[config.mk]
export PLATFORM = sky130hd
export DESIGN_NAME = uart_rx_to_between
export DESIGN_NICKNAME = d
export VERILOG_FILES = /design/src/rtl/uart_rx_to_between_pkg.sv /design/src/rtl/uart_rx_to_between_rx_sync.sv /design/src/rtl/uart_rx_to_between.sv
export SDC_FILE = /design/constraint.sdc
export NUM_CORES = 1
export LEC_CHECK = 0
export BUFFER_PORTS_ARGS = -buffer_cell sky130_fd_sc_hd__buf_2
export CORE_MARGIN = 2
export CORE_UTILIZATION = 38
export DETAILED_ROUTE_END_ITERATION = 8
export PLACE_DENSITY_LB_ADDON = 0.12
export RECOVER_POWER = 25
export SETUP_SLACK_MARGIN = 0.05
export SLEW_MARGIN = 20
export SYNTH_ARGS = -nofsm -noshare
export SYNTH_HDL_FRONTEND = slang
export SYNTH_HIERARCHICAL = 1
export SYNTH_SLANG_ARGS = --single-unit
export TNS_END_PERCENT = 30
[constraint.sdc]
create_clock -name clk -period 2 [get_ports clk]
set_input_delay 0.2 -clock clk [delete_from_list [all_inputs] [get_ports clk]]
set_output_delay 0.2 -clock clk [all_outputs]
set_load 0.05 [all_outputs]
[src/rtl/uart_rx_to_between_pkg.sv]
// Shared UART receive definitions: FSM state encodings and default bit period.
// Reusable by the transmit side (Out_to_com) so both agree on encodings.
package uart_rx_to_between_pkg;

   localparam int DEF_CLKS_PER_BIT = 16;

   localparam logic [2:0] IDLE      = 3'd0;
   localparam logic [2:0] START     = 3'd1;
   localparam logic [2:0] DATA      = 3'd2;
   localparam logic [2:0] PARITY    = 3'd3;
   localparam logic [2:0] STOP      = 3'd4;

   localparam logic [1:0] H_IDLE    = 2'd0;
   localparam logic [1:0] H_SENT    = 2'd1;
   localparam logic [1:0] H_RELEASE = 2'd2;

endpackage

[src/rtl/uart_rx_to_between_rx_sync.sv]
// Two-flop synchronizer for the asynchronous UART rx line; 2 clk latency.
// Resets to the idle-high line level so no false start bit appears after reset.
module rx_sync (
   input  logic i_clk,
   input  logic i_rst_n,
   input  logic i_rx,
   output logic o_rx
);

   logic r_meta;
   logic r_sync;

   always_ff @(posedge i_clk or negedge i_rst_n) begin
      if (!i_rst_n) begin
         r_meta <= 1'b1;
         r_sync <= 1'b1;
      end else begin
         r_meta <= i_rx;
         r_sync <= r_meta;
      end
   end

   assign o_rx = r_sync;

endmodule

[src/rtl/uart_rx_to_between.sv]
// UART 8N1 receiver feeding a four-phase tsent/trecieve handshake; tsent rises 2 clk after stop sample.
// Define RX_PARITY_EN for 8E1 frames with a parity_err flag. A byte arriving while one is held is dropped (overrun).
module uart_rx_to_between
   import uart_rx_to_between_pkg::*;
#(
   parameter int CLKS_PER_BIT = DEF_CLKS_PER_BIT
) (
   input  logic       clk,
   input  logic       reset,
   input  logic       rx,
   output logic [7:0] tdata,
   output logic       tsent,
   input  logic       trecieve,
   output logic       frame_err,
   output logic       overrun
`ifdef RX_PARITY_EN
  ,output logic       parity_err
`endif
);

   localparam logic [11:0] HALF_CNT = 12'(CLKS_PER_BIT / 2 - 1);
   localparam logic [11:0] FULL_CNT = 12'(CLKS_PER_BIT - 1);

   logic       w_rx;
   logic       w_half;
   logic       w_full;
   logic       w_hold_clr;

   logic [2:0]  r_state;
   logic [11:0] r_timer;
   logic [2:0]  r_bitcnt;
   logic [7:0]  r_shift;
   logic        r_rx_prev;
   logic        r_done;
   logic        r_frame_err;
   logic [7:0]  r_hold;
   logic        r_hold_full;
   logic        r_overrun;
   logic [1:0]  r_hs;
   logic [7:0]  r_tdata;
   logic        r_tsent;
`ifdef RX_PARITY_EN
   logic        r_par_bad;
   logic        r_parity_err;
`endif

   rx_sync u_rx_sync (
      .i_clk   (clk),
      .i_rst_n (reset),
      .i_rx    (rx),
      .o_rx    (w_rx)
   );

   assign w_half = (r_timer == HALF_CNT);
   assign w_full = (r_timer == FULL_CNT);

   // Receive FSM; r_done is a one-cycle pulse marking a clean, accepted frame.
   always_ff @(posedge clk or negedge reset) begin
      if (!reset) begin
         r_state     <= IDLE;
         r_timer     <= 12'd0;
         r_bitcnt    <= 3'd0;
         r_shift     <= 8'h00;
         r_rx_prev   <= 1'b1;
         r_done      <= 1'b0;
         r_frame_err <= 1'b0;
`ifdef RX_PARITY_EN
         r_par_bad    <= 1'b0;
         r_parity_err <= 1'b0;
`endif
      end else begin
         r_rx_prev <= w_rx;
         r_done    <= 1'b0;
         case (r_state)
            IDLE: begin
               if (r_rx_prev && !w_rx) begin
                  r_state <= START;
                  r_timer <= 12'd0;
               end
            end
            START: begin
               if (w_half) begin
                  r_timer  <= 12'd0;
                  r_bitcnt <= 3'd0;
                  r_state  <= w_rx ? IDLE : DATA;
               end else begin
                  r_timer <= r_timer + 12'd1;
               end
            end
            DATA: begin
               if (w_full) begin
                  r_timer  <= 12'd0;
                  r_shift  <= {w_rx, r_shift[7:1]};
                  r_bitcnt <= r_bitcnt + 3'd1;
                  if (r_bitcnt == 3'd7) begin
`ifdef RX_PARITY_EN
                     r_state <= PARITY;
`else
                     r_state <= STOP;
`endif
                  end
               end else begin
                  r_timer <= r_timer + 12'd1;
               end
            end
`ifdef RX_PARITY_EN
            PARITY: begin
               if (w_full) begin
                  r_timer   <= 12'd0;
                  r_state   <= STOP;
                  r_par_bad <= ^{r_shift, w_rx};
                  if (^{r_shift, w_rx}) r_parity_err <= 1'b1;
               end else begin
                  r_timer <= r_timer + 12'd1;
               end
            end
`endif
            STOP: begin
               if (w_full) begin
                  r_timer <= 12'd0;
                  r_state <= IDLE;
                  if (!w_rx) begin
                     r_frame_err <= 1'b1;
                  end else begin
`ifdef RX_PARITY_EN
                     r_done <= !r_par_bad;
`else
                     r_done <= 1'b1;
`endif
                  end
               end else begin
                  r_timer <= r_timer + 12'd1;
               end
            end
            default: r_state <= IDLE;
         endcase
      end
   end

   // A release in the same cycle as a new byte frees the slot for that byte.
   assign w_hold_clr = (r_hs == H_SENT) && trecieve;

   always_ff @(posedge clk or negedge reset) begin
      if (!reset) begin
         r_hold      <= 8'h00;
         r_hold_full <= 1'b0;
         r_overrun   <= 1'b0;
      end else if (r_done) begin
         if (!r_hold_full || w_hold_clr) begin
            r_hold      <= r_shift;
            r_hold_full <= 1'b1;
         end else begin
            r_overrun <= 1'b1;
         end
      end else if (w_hold_clr) begin
         r_hold_full <= 1'b0;
      end
   end

   always_ff @(posedge clk or negedge reset) begin
      if (!reset) begin
         r_hs    <= H_IDLE;
         r_tdata <= 8'h00;
         r_tsent <= 1'b0;
      end else begin
         case (r_hs)
            H_IDLE: begin
               if (r_hold_full && !trecieve) begin
                  r_tdata <= r_hold;
                  r_tsent <= 1'b1;
                  r_hs    <= H_SENT;
               end
            end
            H_SENT: begin
               if (trecieve) begin
                  r_tsent <= 1'b0;
                  r_hs    <= H_RELEASE;
               end
            end
            H_RELEASE: begin
               if (!trecieve) r_hs <= H_IDLE;
            end
            default: begin
               r_tsent <= 1'b0;
               r_hs    <= H_IDLE;
            end
         endcase
      end
   end

   assign tdata     = r_tdata;
   assign tsent     = r_tsent;
   assign frame_err = r_frame_err;
   assign overrun   = r_overrun;
`ifdef RX_PARITY_EN
   assign parity_err = r_parity_err;
`endif

endmodule

### Word level (Yosys, flattened, before mapping)

Index checks and enable logic that the tools add are counted.

* register bits: 52
* latch bits: 0
* bits in writable memories: 0
* ROM bits: 0
* bits of input ports: 4
* output and inout bits: 11
* logic and storage cells: 88
* memories kept: 0

* add/subtract/negate cells: 2
* multiply operators: 0
* divide/modulo/power cells: 0
* magnitude comparators: 0
* equal/unequal tests: 17
* shifts and indexed selects: 0
* muxes and demuxes: 27
* bitwise gates (word level): 3
* reduce and logical (&&, ||, !) cells: 24

Operators by type and width (count)
* 12-bit two-way mux: 3
* 12-bit one-hot mux with 3 select lines: 1
* 3-bit two-way mux: 7
* 2-bit != test, second input constant: 8
* 12-bit by 1-bit adder with 12-bit output, second input constant: 1
* 12-bit by 3-bit == test with 1-bit output, second input constant: 1
* 12-bit by 4-bit == test with 1-bit output, second input constant: 1
* 3-bit one-hot mux with 4 select lines: 1
* 2-bit AND reduction: 6
* 3-bit AND reduction: 4
* 1-bit two-way mux: 8
* 2-bit two-way mux: 4
* 3-bit == test, second input constant: 2
* 2-bit one-hot mux with 3 select lines: 1
* 3-bit one-hot mux with 2 select lines: 1
* 5-bit AND reduction: 1
* 2-bit nonzero test: 2
* 3-bit by 1-bit adder with 3-bit output, second input constant: 1
* 3-bit by 1-bit == test with 1-bit output, second input constant: 1
* 3-bit by 2-bit == test with 1-bit output, second input constant: 1
* 1-bit logical AND: 3
* 1-bit logical NOT: 3
* 3-bit logical NOT: 1
* 1-bit NOT: 3
* 8 further kinds: 8

### Depth between registers and ports, before layout

* depth in word-level cells: 5
* depth in mapped cells: 7

### Cells and area by module

Netlist, hierarchy kept.

Modules (own cells, without submodules)
* uart_rx_to_between: times used 1, cells an instance 194, area each 2317.2 µm², seq. area each 1252.5 µm²
* rx_sync: times used 1, cells an instance 2, area each 52.6 µm², seq. area each 52.6 µm²

### Worst setup path before layout

Ideal clock, no wire load.

* kind: reg2reg
* start point: register r_timer[0]
* end point: register r_shift[0]
* data arrival time: 1.759 ns
* data required time: 1.875 ns
* path slack: 0.116 ns
* stages on the path, launching flop included: 8
* buffers on the path: 2
* period minus slack after synthesis: 1.884 ns
* cells stage by stage: dfrtp_1 -> ha_1 -> and2_0 -> clkbuf_1 -> nand2_1 -> nor3_1 -> buf_4 -> mux2_2

* word-level cells in the longest chain between the ends: 2

Ends and longest elaborated chain
* start, declared: RTL line uart_rx_to_between.sv:30 `logic [11:0] r_timer;`
* start signal, assigned: RTL line uart_rx_to_between.sv:87 `r_timer <= r_timer + 12'd1;`
* start signal, assigned: RTL line uart_rx_to_between.sv:103 `r_timer <= r_timer + 12'd1;`
* start signal, assigned: RTL line uart_rx_to_between.sv:132 `r_timer <= r_timer + 12'd1;`
* 12-bit by 4-bit == test with 1-bit output: RTL line uart_rx_to_between.sv:55 `assign w_full = (r_timer == FULL_CNT);`
* 2-bit AND reduction (no line)
* end signal, assigned: RTL line uart_rx_to_between.sv:93 `r_shift <= {w_rx, r_shift[7:1]};`
* end, declared: RTL line uart_rx_to_between.sv:32 `logic [7:0] r_shift;`

No other way between the ends.
A chain may end at the register's enable or synchronous reset.

### Worst setup path after layout

* start point: register r_timer[5]
* end point: register r_shift[0]

Same word-level chain as after synthesis.

==> reports/qor.yml <==
setup_violations: 0
pin_count: 15
fin_skew_ns: 0.00459
maxCapViolCount: 0
htreeDepth: 2
gr-usage-all-layers_pct: 14.0
maxSlewViolCount: 0
worstHoldPathType: "primary input to flip-flop"
cts_sinks: 52
netlist_instances: 196
fp-row-count: 28
clk_latency_ns: 0.30
antenna_found_initial: 0
fillerInstances: 560
grt_max_degree: 26
ys_ff_latch: 52
ctsRootBufferMaster: "clkbuf_8"
multiInputGateArea_mm2: 0.00101
antenna_left: 0
grt.overflow.total: 0
synth.area.top_cells: "dfrtp_1 52%, mux2_2 12%, dfstp_2 3.3%"
first_iter_violations: 115
power.leakage_nw: 1.31
cts_tree: "done"
slowest_delay_ns: 0.46
clk_path_buf_depth: 2
die_h_um: 83.0
swShare_pct: 32.5
p_sw_mw: 0.784
seqCellArea_mm2: 0.00131
dominantRegCellSynth: "dfrtp_1"
synth_area_leader_cell: "dfrtp_1"
vdd_drop_max_mv: 0.378
async_reset_ff_share_pct: 100
post-route-period-util_pct: 92.4
finalPower_mw: 2.41
crit_fanout: 11
yosysMostFrequentCell: "dfrtp_1"
crit_required_ns: 2.20
crit_path_start_kind: "flip-flop"
gp_congestion: 0.789
worstSetupPathType: "flip-flop to flip-flop"
first_pass_iters: 4
period_minus_slack_ns: 1.85
fmax_ghz: 0.541
stdcell_count: 300
power_frac_comb_pct: 28.3
worst_pin_slew_ns: 1.33
p_int_mw: 1.63
hold_viol_final: 0
ys_seq_area_share_pct: 55.1
power_density_mw_per_mm2: 896
die-width_um: 83.0
crit_family: "simple AND/OR/NAND/NOR gates"
grt_pass1_vias: 1593
slowest_stage: "dfrtp_1"
antenna_cells: 0
yosysWarnings: 6
area_delta_synth_final_pct: 13.7
clkTransAtPathRegs_ns: 0.09
hpwl_um: 3230
drt_wl_total_um: 4430
synth_top_area_share_pct: 51.7
rsz0062_at_grt: "true"
crit_path_end_kind: "flip-flop"
wire_per_inst_um: 14.8
power.share.clock_pct: 24.5
drive_above_1_share_pct: 31.1
reg2reg_slack_ns: 0.15
ys_types: 48
cts_buffers: 5
post-route-util_pct: 45.0
power_frac_seq_pct: 47.3
syn_area_mm2: 0.00237
drt-vias-per-instance: 5.28
hold_ws_ns: 0.175
layout.nets: 231
status: "finished clean"
dr_total_vias: 1584
slew_headroom_pct: 11.2
arrival_ns: 2.04
drt_drc_violations_left: 0
cp_cell_sequence: "nor4_4, nand2_1, nor3_1, buf_4, mux2_2"
design.core.area_mm2: 0.00599
placed_cells: 286
avgSynthCellArea_um2: 12.1
grt_pass1_wl_um: 7880
syn_nets: 203
setup_tns_ns: 0
io_buffers: 14
initial_utilization_pct: 39.6
dieArea_mm2: 0.00688
synth_edf_count: 0
cp_num_buf_inv: 1
cts-resized-gates: 0
netlist_top_cells_count: "49 x dfrtp_1, 25 x mux2_2, 17 x nand2_1"
worst reg2reg max path: stages, from the launching register on:
cell	delay [ns]
dfrtp_1	0.46
nor4_4	0.37
nand2_1	0.14
nor3_1	0.20
buf_4	0.23
mux2_2	0.36
final cells by class:
class	count	area share, %
clock inverters	2	0.604
repair buffers	29	6.92
clock buffers	6	2.69
inverters	2	0.279
multi-input cells	134	37.6
flip-flops and latches	52	48.4
well taps	75	3.48
repair_timing:
item	CTS	global route
endpoints found under the setup margin	0	8
hold buffers	2	0
buffers inserted	0	4
hold endpoints to repair	21	0
layout by cell type (no fill, tap or decap), types with 6 or more instances in the layout:
cell type	n
a21oi_1	8
buf_2	13
buf_4	13
dfrtp_1	49
mux2_2	25
nand2_1	17
nand3_1	13
nor2_1	8
or3_1	6
through the flow:
step | setup slack (ns) | area (um2)
floorplan | 0.116 | 2370
global placement | 0.128 | 2560
detailed placement | 0.0666 | 2560
CTS | 0.0636 | 2670
global route | 0.0342 | 2690
finish | 0.152 | 2690
final timing paths:
path,start,end,depth (start not counted)
worst min register to register,u_rx_sync/r_meta,u_rx_sync/o_rx,0
max in group asynchronous,reset,tdata[4],3
worst min-delay path,trecieve,r_hs[1],2
worst max-delay path,r_timer[5],r_shift[0],5
min in group asynchronous,reset,tsent,2
worst max register to register,r_timer[5],r_shift[0],5
per-layer routing:
metal	track usage, %	up-vias	share of wire (%)
met5	0	-	0
met3	2.68	5	2.2
met2	22.1	16	48
li1	-	769	-
met1	19.8	794	49
met4	3.58	0	0.74
registers in the layout (all words and copies together), names as in the netlist:
signal	flops
r_shift	8
r_timer	12
r_hold	8
u_rx_sync/r_meta	1
overrun	1
r_state	3
r_bitcnt	3
frame_err	1
r_done	1
r_rx_prev	1
r_hold_full	1
tsent	1
r_hs	2
tdata	8
u_rx_sync/o_rx	1
power groups by stage:
stage / combinational [mW] / sequential [mW] / clock (mW)
5_1_grt: 0.750 / 1.15 / 0.667
6_report: 0.682 / 1.14 / 0.591
3_3_place_gp: 0.572 / 1.16 / 0
3_5_place_dp: 0.584 / 1.16 / 0
4_1_cts: 0.589 / 1.14 / 0.616
2_1_floorplan: 0.438 / 1.16 / 0
cells by family after synthesis:
family	share of synthesized area, %
multiplexers	12.7
AND/OR/NAND/NOR	17.5
XOR/XNOR	0.739
AO/OA/AOI/OAI	10.2
flip-flops	55.1
adder cells (fa/ha/maj)	1.58
buffers and inverters	2.22
Power figures use the tool's default switching activity.
